`config.mk`:
```
export PLATFORM = sky130hd
export DESIGN_NAME = logic_pod_ram_arbiter
export DESIGN_NICKNAME = d
export VERILOG_FILES = /design/src/rtl/logic_pod_pkg.sv /design/src/rtl/logic_pod_rr_arbiter.sv /design/src/rtl/logic_pod_ram_arbiter.sv
export SDC_FILE = /design/constraint.sdc
export NUM_CORES = 1
export LEC_CHECK = 0
export CAP_MARGIN = 20
export CORE_AREA = 2 2 359 361
export CTS_BUF_LIST = sky130_fd_sc_hd__clkbuf_8
export DETAILED_ROUTE_END_ITERATION = 8
export DIE_AREA = 0 0 361 363
export SLEW_MARGIN = 25
export SYNTH_ARGS = -nofsm -noshare
export SYNTH_HDL_FRONTEND = slang
export SYNTH_SLANG_ARGS = --single-unit
```
`constraint.sdc`:
```
create_clock -name clk_ram -period 10.6 [get_ports clk_ram]
set_clock_uncertainty 0.1 [all_clocks]
set_input_delay 1.59 -clock clk_ram [delete_from_list [all_inputs] [get_ports clk_ram]]
set_output_delay 1.59 -clock clk_ram [all_outputs]
set_load 0.02 [all_outputs]
```
`src/rtl/logic_pod_pkg.sv`:
```
// Shared definitions for the logic-pod DRAM write arbiter: default bus widths,
// FSM state encoding and small helpers used by the top and the arbiter.
package logic_pod_pkg;

  localparam int unsigned POD_ADDR_W  = 29;
  localparam int unsigned POD_DATA_W  = 256;
  localparam int unsigned POD_NUM     = 2;
  localparam int unsigned POD_CNT_W   = 32;
  localparam int unsigned POD_TO_DFLT = 1023;

  typedef enum logic [1:0] {
    ST_IDLE      = 2'd0,
    ST_ISSUE     = 2'd1,
    ST_WAIT_DONE = 2'd2
  } pod_state_e;

  // Index of the pod selected by a one-hot two-pod grant vector.
  function automatic logic pod_idx(input logic [1:0] onehot);
    return onehot[1];
  endfunction

  // One-hot vector for a pod index.
  function automatic logic [1:0] pod_onehot(input logic idx);
    return idx ? 2'b10 : 2'b01;
  endfunction

endpackage

```
`src/rtl/logic_pod_rr_arbiter.sv`:
```
// Two-way round-robin grant: the pod granted last drops to lowest priority,
// pod 0 wins ties out of reset. A masked pod is never eligible.
module logic_pod_rr_arbiter
  import logic_pod_pkg::*;
(
  input  logic       clk,
  input  logic       rst_n,
  input  logic [1:0] req,
  input  logic [1:0] mask,
  input  logic [1:0] ack,
  output logic [1:0] grant
);

  logic       r_prio_pod1;
  logic [1:0] w_elig;

  // Combinational pick among eligible requesters.
  always_comb begin
    w_elig = req & ~mask;
    grant  = 2'b00;
    if (r_prio_pod1 && w_elig[1]) begin
      grant = pod_onehot(1'b1);
    end else if (w_elig[0]) begin
      grant = pod_onehot(1'b0);
    end else if (w_elig[1]) begin
      grant = pod_onehot(1'b1);
    end
  end

  // Priority moves away from whichever pod just completed.
  always_ff @(posedge clk or negedge rst_n) begin
    if (!rst_n) begin
      r_prio_pod1 <= 1'b0;
    end else if (ack[0]) begin
      r_prio_pod1 <= 1'b1;
    end else if (ack[1]) begin
      r_prio_pod1 <= 1'b0;
    end
  end

endmodule

```
`src/rtl/logic_pod_ram_arbiter.sv`:
```
// Arbitrates two logic pods onto a single DRAM write port: one write in flight,
// registered address/data/strobe, per-pod completion pulse and write counters.
module logic_pod_ram_arbiter
  import logic_pod_pkg::*;
#(
  parameter int unsigned ADDR_WIDTH     = POD_ADDR_W,
  parameter int unsigned DATA_WIDTH     = POD_DATA_W,
  parameter int unsigned TIMEOUT_CYCLES = POD_TO_DFLT
) (
  input  logic                  clk_ram,
  input  logic                  rst_n,
  input  logic                  ram_ready,
  input  logic [1:0]            pod_req,
  input  logic [ADDR_WIDTH-1:0] pod_addr [1:0],
  input  logic [DATA_WIDTH-1:0] pod_data [1:0],
  output logic [1:0]            pod_ack,
  output logic                  ram_wr_en,
  output logic [ADDR_WIDTH-1:0] ram_wr_addr,
  output logic [DATA_WIDTH-1:0] ram_wr_data,
  input  logic                  ram_wr_done,
  output logic                  timeout_err,
  output logic [31:0]           wr_count [1:0]
);

  localparam int unsigned TO_W = $clog2(TIMEOUT_CYCLES + 1);

  logic [1:0]            r_rst_sync;
  logic                  w_rst_n;

  pod_state_e            r_state;
  pod_state_e            w_state_nxt;

  logic [1:0]            w_grant;
  logic                  w_go;
  logic                  w_gnt_pod;
  logic                  w_to_hit;

  logic                  w_wr_en_nxt;
  logic [1:0]            w_ack_nxt;
  logic [1:0]            w_cnt_inc;
  logic                  w_to_set;
  logic [TO_W-1:0]       w_to_cnt_nxt;

  logic                  r_wr_en;
  logic [1:0]            r_pod_ack;
  logic [ADDR_WIDTH-1:0] r_wr_addr;
  logic [DATA_WIDTH-1:0] r_wr_data;
  logic                  r_gnt_pod;
  logic [TO_W-1:0]       r_to_cnt;
  logic                  r_to_err;
  logic [POD_CNT_W-1:0]  r_wr_count [1:0];

  // Reset asserts immediately, releases two clk_ram edges later.
  always_ff @(posedge clk_ram or negedge rst_n) begin
    if (!rst_n) begin
      r_rst_sync <= 2'b00;
    end else begin
      r_rst_sync <= {r_rst_sync[0], 1'b1};
    end
  end

  assign w_rst_n = r_rst_sync[1];

  // The pod acked this cycle is masked so the other pod gets the next slot.
  logic_pod_rr_arbiter u_rr (
    .clk   (clk_ram),
    .rst_n (w_rst_n),
    .req   (pod_req),
    .mask  (r_pod_ack),
    .ack   (w_ack_nxt),
    .grant (w_grant)
  );

  assign w_go      = ram_ready && (w_grant != 2'b00);
  assign w_gnt_pod = pod_idx(w_grant);
  assign w_to_hit  = (r_to_cnt == TO_W'(TIMEOUT_CYCLES - 1));

  always_ff @(posedge clk_ram or negedge w_rst_n) begin
    if (!w_rst_n) begin
      r_state <= ST_IDLE;
    end else begin
      r_state <= w_state_nxt;
    end
  end

  always_comb begin
    w_state_nxt = r_state;
    case (r_state)
      ST_IDLE: begin
        if (w_go) begin
          w_state_nxt = ST_ISSUE;
        end
      end
      ST_ISSUE: begin
        w_state_nxt = ST_WAIT_DONE;
      end
      ST_WAIT_DONE: begin
        if (ram_wr_done || w_to_hit) begin
          w_state_nxt = ST_IDLE;
        end
      end
      default: begin
        w_state_nxt = ST_IDLE;
      end
    endcase
  end

  // Next values of the registered outputs; a done seen on the same edge as
  // the timeout limit counts as a successful write.
  always_comb begin
    w_wr_en_nxt  = 1'b0;
    w_ack_nxt    = 2'b00;
    w_cnt_inc    = 2'b00;
    w_to_set     = 1'b0;
    w_to_cnt_nxt = '0;
    case (r_state)
      ST_IDLE: begin
        w_wr_en_nxt = w_go;
      end
      ST_WAIT_DONE: begin
        w_to_cnt_nxt = r_to_cnt + TO_W'(1);
        if (ram_wr_done) begin
          w_ack_nxt[r_gnt_pod] = 1'b1;
          w_cnt_inc[r_gnt_pod] = 1'b1;
        end else if (w_to_hit) begin
          w_ack_nxt[r_gnt_pod] = 1'b1;
          w_to_set             = 1'b1;
        end
      end
      default: begin
      end
    endcase
  end

  // Address/data are captured only at grant, so they hold through the ack.
  always_ff @(posedge clk_ram or negedge w_rst_n) begin
    if (!w_rst_n) begin
      r_wr_en       <= 1'b0;
      r_pod_ack     <= 2'b00;
      r_wr_addr     <= '0;
      r_wr_data     <= '0;
      r_gnt_pod     <= 1'b0;
      r_to_cnt      <= '0;
      r_to_err      <= 1'b0;
      r_wr_count[0] <= '0;
      r_wr_count[1] <= '0;
    end else begin
      r_wr_en   <= w_wr_en_nxt;
      r_pod_ack <= w_ack_nxt;
      r_to_cnt  <= w_to_cnt_nxt;
      if (w_wr_en_nxt) begin
        r_wr_addr <= pod_addr[w_gnt_pod];
        r_wr_data <= pod_data[w_gnt_pod];
        r_gnt_pod <= w_gnt_pod;
      end
      if (w_to_set) begin
        r_to_err <= 1'b1;
      end
      for (int i = 0; i < 2; i++) begin
        if (w_cnt_inc[i]) begin
          r_wr_count[i] <= r_wr_count[i] + POD_CNT_W'(1);
        end
      end
    end
  end

  assign ram_wr_en   = r_wr_en;
  assign pod_ack     = r_pod_ack;
  assign ram_wr_addr = r_wr_addr;
  assign ram_wr_data = r_wr_data;
  assign timeout_err = r_to_err;
  assign wr_count[0] = r_wr_count[0];
  assign wr_count[1] = r_wr_count[1];

endmodule

```
==> results.cfg <==
[synth]
synth_fp_nets = 2152
ys.flop_type = dfrtp_1
yosysSeqAreaShare = 0.5533
ys_ff_latch = 369
synth_edf_count = 0
synth_top_area_frac = 0.5533
async_flop_share = 1.000
synth.area.top_cells = dfrtp_1 55%, mux2i_1 17%, nand2_1 7.0%, o21ai_0 5.9%, xnor2_1 2.8%
synth.avg_cell_area_um2 = 10.62
syn_area_um2 = 16690
ys_types = 35
syn_inst = 1572
ys_warn_count = 0
synth_top_area_cell = dfrtp_1

[placement]
postPlaceCellArea_um2 = 27790
place_ws_ps = 5976
hpwl_um = 72960
io_buffers = 928
gp_congestion = 0.8555

[routing]
vias = 15070
viasPerCell = 3.586
postRouteAntennaNets = 0
firstDrtPassIters = 5
drc = 0
drtIter0Drc = 734
routed_wirelength_um = 87960
wire_per_inst_um = 20.93

[floorplanning]
row_count = 131
coreArea_um2 = 127000
die_h_um = 363
dieArea_um2 = 131000
fp.dieW_um = 361
floorplan.initialDensity = 0.1314
ios = 929

[global_routing]
gr-total-overflow = 0
grt_antenna_before_repair = 10
grt_pass1_wl_um = 119900
grt_usage = 0.1302
grt_pass1_vias = 15070
grt_max_degree = 194

[sta]
setup-tns-final_ps = 0
worst_pin_slew_ps = 991.7
finalSetupViolCount = 0
fin_ws_ps = 6598
grt_setup_unrepaired = no
finalMaxSlewViolations = 0
max_slew_margin = 0.3389
fmax_mhz = 249.9
fin_crit_sh = 0.3776
hold_violations = 0
fin_crit_ps = 4002

[finish]
drive_gt1_frac = 0.05197
nNetsFinal = 3066
diodes = 0
fill_cells = 13680
area_growth_pct = 75.55
utilization = 0.2306
final-seq-area_um2 = 9238
multiInputGateArea_um2 = 6960
final_area_um2 = 29300

[run]
drv_cap = 0

[power_and_ir_drop]
p_leak_uw = 0.01289
power_density_nw_per_um2 = 249.9
irDropWorstVdd_mv = 0.1089

[setup_path]
crit_required_ps = 11050
worstSetupEndpointType = flop
cp_max_fo = 111
setup.worst_path.start_class = input port
critPathKind = in -> reg
arrival_ps = 4460

[clock_network]
cts_made_buffers = 73
cts.repair.resized = 0
clkTransAtPathRegs_ps = 60
htreeDepth = 3
holdBufCountCts = 0
clk_latency_ps = 710
root_buffer = clkbuf_8
clk_path_buf_depth = 3
cts_setup_buffers = 0
cts_sinks = 369
cts_tree = done

[worst_hold_path]
hold_path_class = reg -> reg

[status]
status = completed
[stage by stage]
step / instances / total power [uW] / hold WS (ps)
floorplan: 1572 / 3740 / 231.1
global placement: 4073 / 5928 / 235.0
detailed placement: 4073 / 5947 / 236.3
CTS: 4202 / 7537 / 262.2
global route: 4202 / 7778 / 281.5
finish: 4202 / 7322 / 258.0
[power by group]
group / total, uW / switching (uW) / internal (uW)
clock: 1510 / 673 / 842
combinational: 3490 / 2050 / 1440
sequential: 2310 / 364 / 1950
[final cells by class]
class / instances / area share
Multi-Input combinational cell: 1089 / 0.2376
Sequential cell: 369 / 0.3153
Clock buffer: 90 / 0.04228
Clock inverter: 39 / 0.009267
Timing Repair Buffer: 942 / 0.3232
Tap cell: 1662 / 0.07098
Inverter: 11 / 0.001409
[worst paths after layout]
path                                from          endpoint  slack, ps  depth (start not counted)
setup / recovery              pod_req[0]  ram_wr_data[142]       6600                          7
hold / removal             r_rst_sync[0]     r_rst_sync[1]        260                          0
setup reg to reg              pod_ack[0]  ram_wr_data[142]       7460                          6
hold reg to reg            r_rst_sync[0]     r_rst_sync[1]        260                          0
max in group asynchronous  r_rst_sync[1]      wr_count[33]       8000                          2
min in group asynchronous  r_rst_sync[1]  ram_wr_data[237]        310                          0
[cell usage after synthesis, types with 2 or more instances]
library cell  number
dfrtp_1          369
nand2_1          311
mux2i_1          285
o21ai_0          196
o21ai_1           93
buf_2             66
xnor2_1           54
clkbuf_1          35
nand3_1           35
nand4_1           24
nor2_1            19
xor2_1            16
and3_1            12
inv_1             11
and4_1             7
nor3_1             6
ha_1               4
and2_1             3
nand2b_1           3
nor3b_1            3
buf_4              2
nor2b_1            2
nor3_2             2
nor4_2             2
nor4_4             2
[placed cells by master, fill, tap and decap left out, types with 2 or more instances in the layout]
cell type and instances:
xor2_1 16, nor4_2 2, o21ai_0 196, nor2b_1 2
nand2_1 311, and3_1 12, clkdlybuf4s50_1 928, o21ai_1 91
mux2i_1 285, inv_1 33, and2_1 3, nor4_4 2
nand2b_1 3, xnor2_1 54, clkbuf_8 90, dfrtp_1 368
nand4_1 24, nor2_1 19, bufinv_16 3, ha_1 4
buf_12 6, nand3_1 35, buf_4 8, nor3_1 6
o21ai_4 2, nor3_2 2, clkinv_2 8, and4_1 7
nor3b_1 3, clkinvlp_4 3
[cells by family after synthesis]
group                    share of synthesized area
AO/OA/AOI/OAI                              0.08801
XOR/XNOR                                   0.03673
adder cells (fa/ha/maj)                   0.002999
buffers and inverters                      0.03104
flip-flops                                  0.5533
multiplexers                                0.1709
other                                    0.0002247
AND/OR/NAND/NOR                             0.1168
[registers in the layout (all words and copies together) (netlist names)]
| signal | cells |
|---|---|
| ram_wr_data | 256 |
| r_gnt_pod | 1 |
| timeout_err | 1 |
| r_rst_sync | 2 |
| ram_wr_en | 1 |
| ram_wr_addr | 29 |
| r_to_cnt | 10 |
| wr_count | 64 |
| u_rr.r_prio_pod1 | 1 |
| pod_ack | 2 |
| r_state | 2 |
[layer usage]
metal	part of all wire	GRT usage	routed length [um]	vias to the layer above
met1	0.42	0.1613	37290	7072
li1	-	-	-	7260
met5	0.0014	0	126	-
met2	0.48	0.2151	42100	609
met3	0.071	0.04016	6269	109
met4	0.025	0.04176	2182	18
[worst max-delay path, cell delays in order]
cell and delay (ps):
clkdlybuf4s50_1 480, nand2b_1 90, o21ai_4 520, buf_4 520, buf_12 520, mux2i_1 290, o21ai_0 100
Power figures use the tool's default switching activity.
